### src/rtl/fir_pkg.sv
// fir_pkg: shared FIR sample width, sample type and decimator limits.
package fir_pkg;
   localparam int FIR_DW = 8;
   localparam int LOG2_DECIM_MAX = 6;
   typedef logic [FIR_DW-1:0] sample_t;
endpackage

### src/rtl/decim_out_reg.sv
// decim_out_reg: one-entry output holding register with valid/ready handshake and sticky overrun.
module decim_out_reg #(
   parameter int DW = 8
) (
   input  logic          clk,
   input  logic          rst_n,
   input  logic          i_clr,
   input  logic          i_load,
   input  logic [DW-1:0] i_d,
   input  logic          i_ready,
   output logic [DW-1:0] o_y,
   output logic          o_valid,
   output logic          o_overrun
);
   always_ff @(posedge clk or negedge rst_n) begin
      if (!rst_n) begin
         o_y       <= '0;
         o_valid   <= 1'b0;
         o_overrun <= 1'b0;
      end else if (i_clr) begin
         o_valid   <= 1'b0;
         o_overrun <= 1'b0;
      end else begin
         if (i_load) o_y <= i_d;
         o_valid   <= i_load | (o_valid & ~i_ready);
         o_overrun <= o_overrun | (i_load & o_valid & ~i_ready);
      end
   end
endmodule

### src/rtl/fir_decimator.sv
// fir_decimator: integrate-and-dump mean of 2**LOG2_DECIM FIR samples on a valid/ready output.
// Define FIR_DECIM_ROUND_EN for round-half-up instead of truncation.
module fir_decimator
   import fir_pkg::*;
#(
   parameter int DW         = FIR_DW,
   parameter int LOG2_DECIM = 2
) (
   input  logic          clk,
   input  logic          rst_n,
   input  logic [DW-1:0] i_x,
   input  logic          i_valid,
   input  logic          i_clr,
   output logic [DW-1:0] o_y,
   output logic          o_valid,
   input  logic          i_ready,
   output logic          o_overrun
);
   localparam int AW    = DW + LOG2_DECIM;
   localparam int CW    = LOG2_DECIM > 0 ? LOG2_DECIM : 1;
   localparam int DECIM = 1 << LOG2_DECIM;
`ifdef FIR_DECIM_ROUND_EN
   localparam int RND = DECIM >> 1;
`else
   localparam int RND = 0;
`endif
   if (LOG2_DECIM < 0 || LOG2_DECIM > LOG2_DECIM_MAX) begin : g_bad_log2
      $error("fir_decimator: LOG2_DECIM out of range");
   end
   logic [AW-1:0] acc, acc_nxt, sum;
   logic [CW-1:0] cnt;
   logic          take, dump;
   logic [DW-1:0] mean;
   assign take    = i_valid & ~i_clr;
   assign dump    = take & (cnt == CW'(DECIM - 1));
   assign acc_nxt = acc + AW'(i_x);
   // rounding offset cannot carry out of AW: max sum is 2**AW - DECIM
   assign sum     = acc_nxt + AW'(RND);
   assign mean    = DW'(sum >> LOG2_DECIM);
   always_ff @(posedge clk or negedge rst_n) begin
      if (!rst_n) begin
         acc <= '0;
         cnt <= '0;
      end else if (i_clr) begin
         acc <= '0;
         cnt <= '0;
      end else if (take) begin
         acc <= dump ? '0 : acc_nxt;
         cnt <= dump ? '0 : cnt + CW'(1);
      end
   end
   decim_out_reg #(.DW(DW)) u_out (
      .clk       (clk),
      .rst_n     (rst_n),
      .i_clr     (i_clr),
      .i_load    (dump),
      .i_d       (mean),
      .i_ready   (i_ready),
      .o_y       (o_y),
      .o_valid   (o_valid),
      .o_overrun (o_overrun)
   );
endmodule

### config.mk
export PLATFORM = sky130hd
export DESIGN_NAME = fir_decimator
export DESIGN_NICKNAME = d
export VERILOG_FILES = /design/src/rtl/fir_pkg.sv /design/src/rtl/decim_out_reg.sv /design/src/rtl/fir_decimator.sv
export SDC_FILE = /design/constraint.sdc
export NUM_CORES = 1
export LEC_CHECK = 0
export ABC_AREA = 1
export BUFFER_PORTS_ARGS = -buffer_cell sky130_fd_sc_hd__buf_2
export CORE_MARGIN = 4
export CORE_UTILIZATION = 49
export DETAILED_ROUTE_END_ITERATION = 10
export HOLD_SLACK_MARGIN = 0.1
export PLACE_DENSITY = 0.77
export SLEW_MARGIN = 0
export SYNTH_ARGS = -nofsm -noshare
export SYNTH_HDL_FRONTEND = slang
export SYNTH_HIERARCHICAL = 1
export SYNTH_SLANG_ARGS = --single-unit
### constraint.sdc
create_clock -name clk -period 1.7 [get_ports clk]
set_input_delay 0.085 -clock clk [delete_from_list [all_inputs] [get_ports clk]]
set_output_delay 0.085 -clock clk [all_outputs]
set_load 0.01 [all_outputs]
After elaboration in Yosys (flattened, before gate mapping)
Cells that the tools add are included.
{"block": "totals", "inputBits": 13, "regBits": 22, "wordCells": 27, "out_inout_bits": 10}
{"block": "classes", "bitwise_logic": 9, "n_eq_ne": 1, "mux": 8, "n_reduce_logical": 2, "n_addsub": 2}
{"operator": "$mux W10", "n": 3}
{"operator": "$add A10 B8 Y10", "n": 1}
{"operator": "$mux W2", "n": 3}
{"operator": "$and A1 B1 Y1", "n": 5}
{"operator": "$add A2 B1 Y2 const B", "n": 1}
{"operator": "$eq A2 B2 Y1 const B", "n": 1}
{"operator": "$mux W1", "n": 2}
{"operator": "$not A1 Y1", "n": 2}
{"operator": "$or A1 B1 Y1", "n": 2}
{"operator": "$reduce_and A2 Y1", "n": 1}
{"operator": "$reduce_bool A2 Y1", "n": 1}

Logic depth before layout (Yosys ltp)
{"block": "logic_depth", "ltp_word": 7, "ltp_mapped": 11, "ltp_nobuf": 11}

Modules after synthesis
The synthesis kept the hierarchy.
{"module": "fir_decimator", "area_each_um2": 939.7, "n_inst": 1, "cells_per_inst": 129, "seq_area_each_um2": 300.3}
{"module": "decim_out_reg", "area_each_um2": 391.6, "n_inst": 1, "cells_per_inst": 45, "seq_area_each_um2": 250.2}

Least setup slack after synthesis
No wires, ideal clock.
{"block": "synth_path", "kind": "register -> register", "startpoint": "reg acc[0]", "endpoint": "reg u_out.o_y[6]", "required_time_ps": 1584, "setup_slack_ps": 40, "arrival_ps": 1544, "stages_incl_launch_ff": 11, "n_path_buf": 0, "setup_ps": 116, "cell_sequence": "dfrtp_1 -> ha_1 -> inv_1 -> fa_1 -> o21ai_2 -> nand2_1 -> nand2_1 -> nand2_1 -> and2_1 -> nand2_1 -> nand2_1"}
{"block": "synth_via", "elab_chain_cells": 1}
{"element": "start: declaration", "line": "fir_decimator.sv:30", "text": "logic [AW-1:0] acc, acc_nxt, sum;"}
{"element": "start signal: assignment", "line": "fir_decimator.sv:48", "text": "acc <= dump ? '0 : acc_nxt;"}
{"element": "$add A10 B8 Y10", "line": "fir_decimator.sv:36", "text": "assign acc_nxt = acc + AW'(i_x);"}
{"element": "net acc_nxt[8]", "line": "fir_decimator.sv:30"}
{"element": "end signal: assignment", "line": "decim_out_reg.sv:24", "text": "if (i_load) o_y <= i_d;"}
{"element": "end: declaration", "line": "decim_out_reg.sv:11", "text": "output logic [DW-1:0] o_y,"}
The timed path passes the listed nets, and every way through them passes these cells.
A chain may end at the register's enable or synchronous reset.

Worst setup path in the final report
{"block": "layout_path", "startpoint": "reg acc[0]", "endpoint": "reg u_out.o_y[4]"}
Same word-level chain as after synthesis.

==> metrics.cfg <==
[status]
status = finished, violations left
violations = setup timing

[layout]
syn_to_final_growth_pct = 28.1
fin_util = 0.670
stdcell_area_mm2 = 0.00171
drive_above_1_share = 0.275
nFillCells = 207
n_antenna_cell = 0
nNetsFinal = 235

[synthesis]
yosysSeqAreaShare = 0.414
yosysWarnings = 6
syn-num-nets = 197
ys_types = 25
syn-cell-area_mm2 = 0.00133
yosys_register_bits = 22
synthCells = 174
avgSynthCellArea_um2 = 7.65

[die]
dieArea_mm2 = 0.00362
die_x_um = 60.1
dieHeight_um = 60.1
top_level_ports = 23
row_count = 18
core_mm2 = 0.00254
start_util = 0.523

[sta]
fin_crit_ns = 1.72
finalHoldViolCount = 0
setup_viol_count_final = 1
finalCritPeriodShare = 1.01
tightest_slew_ns = 0.483
clock.fmax_mhz = 581
rsz0062_at_grt = true
fin_skew_ns = 0.00203
setup_ws_ns = -0.0221
slew_headroom = 0.678
drv_slew = 0

[placement]
place_hpwl_um = 2230
gp_congestion = 0.842
pre_cts_ws_ns = -0.0476
postPlaceCellArea_mm2 = 0.00150
portBuffers = 22

[global_route]
grt_max_degree = 23
antenna_found_initial = 0
track_usage = 0.189
grt_pass1_vias = 1202
gr-total-overflow = 0
grt_pass1_wl_um = 5030

[worst_setup_path]
path_buf_inv = 1
crit_required_ns = 1.93
end_kind = register
crit_family = adder cells
critPathSlowestCell = dfrtp_1
critPathMaxFanout = 3
r2r_slack_ns = -0.02
rr_worst_depth = 10
crit_arrival_ns = 1.95
cpMostUsedCell = nand2_1
path_class = reg2reg
cp_cell_sequence = ha_2 -> inv_2 -> fa_2 -> o21ai_4 -> nand2_2 -> nand2_1 -> nand2_1 -> and2_1 -> nand2_1 -> nand2_1
start_kind = register
r2r_end = u_out/o_y[4]$_DFFE_PN0P_
r2r-start = acc[0]$_DFFE_PN0P_
cp_slowest_stage_delay_ns = 0.39

[clocking]
root_buffer = clkbuf_4
clkTransAtPathRegs_ns = 0.12
cts_max_level = 1
clock_latency_ns = 0.32
clk_path_buf_depth = 2
cts_tree = built
numClockSinks = 22
cts_buffers = 3

[drt]
finalWirelength_um = 3170
remaining_drc_errors = 0
first_iter_violations = 37
wl_per_cell_um = 13.2
antenna_left = 0
dr.pass1.iters = 4
viasPerCell = 5.18
vias = 1249

[power]
leakage_uw = 0.000925
peakVddDrop_v = 0.000656
power_density_mw_per_mm2 = 809

[worst_hold_path]
holdPathStages = 3
min_from = i_x[0]
min_to = acc[0]$_DFFE_PN0P_
hold_class = in2reg

[job]
max_cap_viol_count = 0

## worst register-to-register path, stage by stage, from the launching register on
cell	delay [ns]
dfrtp_1	0.39
ha_2	0.19
inv_2	0.04
fa_2	0.36
o21ai_4	0.18
nand2_2	0.08
nand2_1	0.07
nand2_1	0.06
and2_1	0.15
nand2_1	0.06
nand2_1	0.04
## cells in the mapped netlist (all sizes together)
library cell | number | area (um2)
ha | 9 | 113
xor2 | 1 | 8.76
xnor2 | 2 | 17.5
nand3 | 9 | 45.0
o21a | 1 | 7.51
nand2 | 75 | 287
nand3b | 3 | 22.5
and2 | 5 | 31.3
nor2 | 13 | 68.8
o21ai | 5 | 28.8
nand4 | 1 | 6.26
a21oi | 4 | 23.8
dfrtp | 22 | 551
a21boi | 1 | 7.51
fa | 1 | 20.0
a22o | 2 | 17.5
buf | 1 | 5.00
inv | 19 | 71.3
## timing repair
action / 4_1_cts / 5_1_grt
hold endpoints to repair: 25 / 0
resized for setup: 1 / 19
pin swaps: 1 / 3
hold buffers: 5 / 0
setup buffers: 1 / 2
endpoints found under the setup margin: 2 / 9
## flip-flops by register name, summed over array words and instances (netlist names)
| name | count |
|---|---|
| acc | 10 |
| u_out/o_overrun | 1 |
| u_out/o_y | 8 |
| cnt | 2 |
| u_out/o_valid | 1 |
## cell families after synthesis
group | after synthesis | synth area share
flip-flops | 22 | 0.414
adder cells (fa/ha/maj) | 10 | 0.0996
AND/OR/NAND/NOR | 106 | 0.346
AO/OA/AOI/OAI | 13 | 0.0639
buffers and inverters | 20 | 0.0573
XOR/XNOR | 3 | 0.0197
## placed cells by master (no fill, tap or decap), drive strengths merged
master	netlist	routed
a22o	2	2
xor2	1	1
nand3	9	9
fa	1	1
nand3b	3	3
o21ai	5	5
nor2	13	13
o21a	1	1
ha	9	9
dlygate4sd3	0	5
buf	1	29
inv	19	19
a21boi	1	1
xnor2	2	2
and2	5	5
clkbuf	0	4
nand2	75	75
nand4	1	1
dfrtp	22	22
a21oi	4	4
## per-stage QoR
stage | power, uW | hold WS [ns] | cells | TNS (ns)
6_report | 1380 | 0.152 | 241 | -0.0221
5_1_grt | 1480 | 0.153 | 241 | -0.305
4_1_cts | 1330 | 0.117 | 239 | 0
3_5_place_dp | 1010 | 0.0798 | 229 | -0.0920
3_3_place_gp | 996 | 0.0756 | 229 | 0
2_1_floorplan | 881 | -0.211 | 174 | 0
## where the power goes
group / switching [uW] / internal (uW)
clock: 170 / 131
combinational: 256 / 206
sequential: 38.6 / 578
total: 464 / 915
## routing by layer
metal	wire length, um	part of all wire	global-route usage
met4	57	0.018	0.0633
met1	1250	0.39	0.212
met2	1710	0.54	0.344
met3	147	0.046	0.0454
met5	0	0	0
## area by class of cell
cell class / instances / area (um2) / area share
repair buffers: 34 / 213 / 0.125
well taps: 30 / 37.5 / 0.0220
flip-flops and latches: 22 / 551 / 0.323
clock buffers: 4 / 36.3 / 0.0213
multi-input cells: 132 / 797 / 0.467
inverters: 19 / 71.3 / 0.0418
## how the worst max path moves through the flow
stage,start,endpoint,slack (ns),cells past startpoint
after CTS,acc[0]$_DFFE_PN0P_,u_out/o_y[6]$_DFFE_PN0P_,0.01,10
after floorplan,acc[0]$_DFFE_PN0P_,u_out/o_y[6]$_DFFE_PN0P_,0.04,10
after detailed placement,acc[0]$_DFFE_PN0P_,u_out/o_y[6]$_DFFE_PN0P_,-0.05,10
after global placement,acc[0]$_DFFE_PN0P_,u_out/o_y[6]$_DFFE_PN0P_,0.006,10
after global routing,acc[0]$_DFFE_PN0P_,u_out/o_y[4]$_DFFE_PN0P_,-0.12,10
final,acc[0]$_DFFE_PN0P_,u_out/o_y[4]$_DFFE_PN0P_,-0.02,10
(Power assumes the default switching activity.)
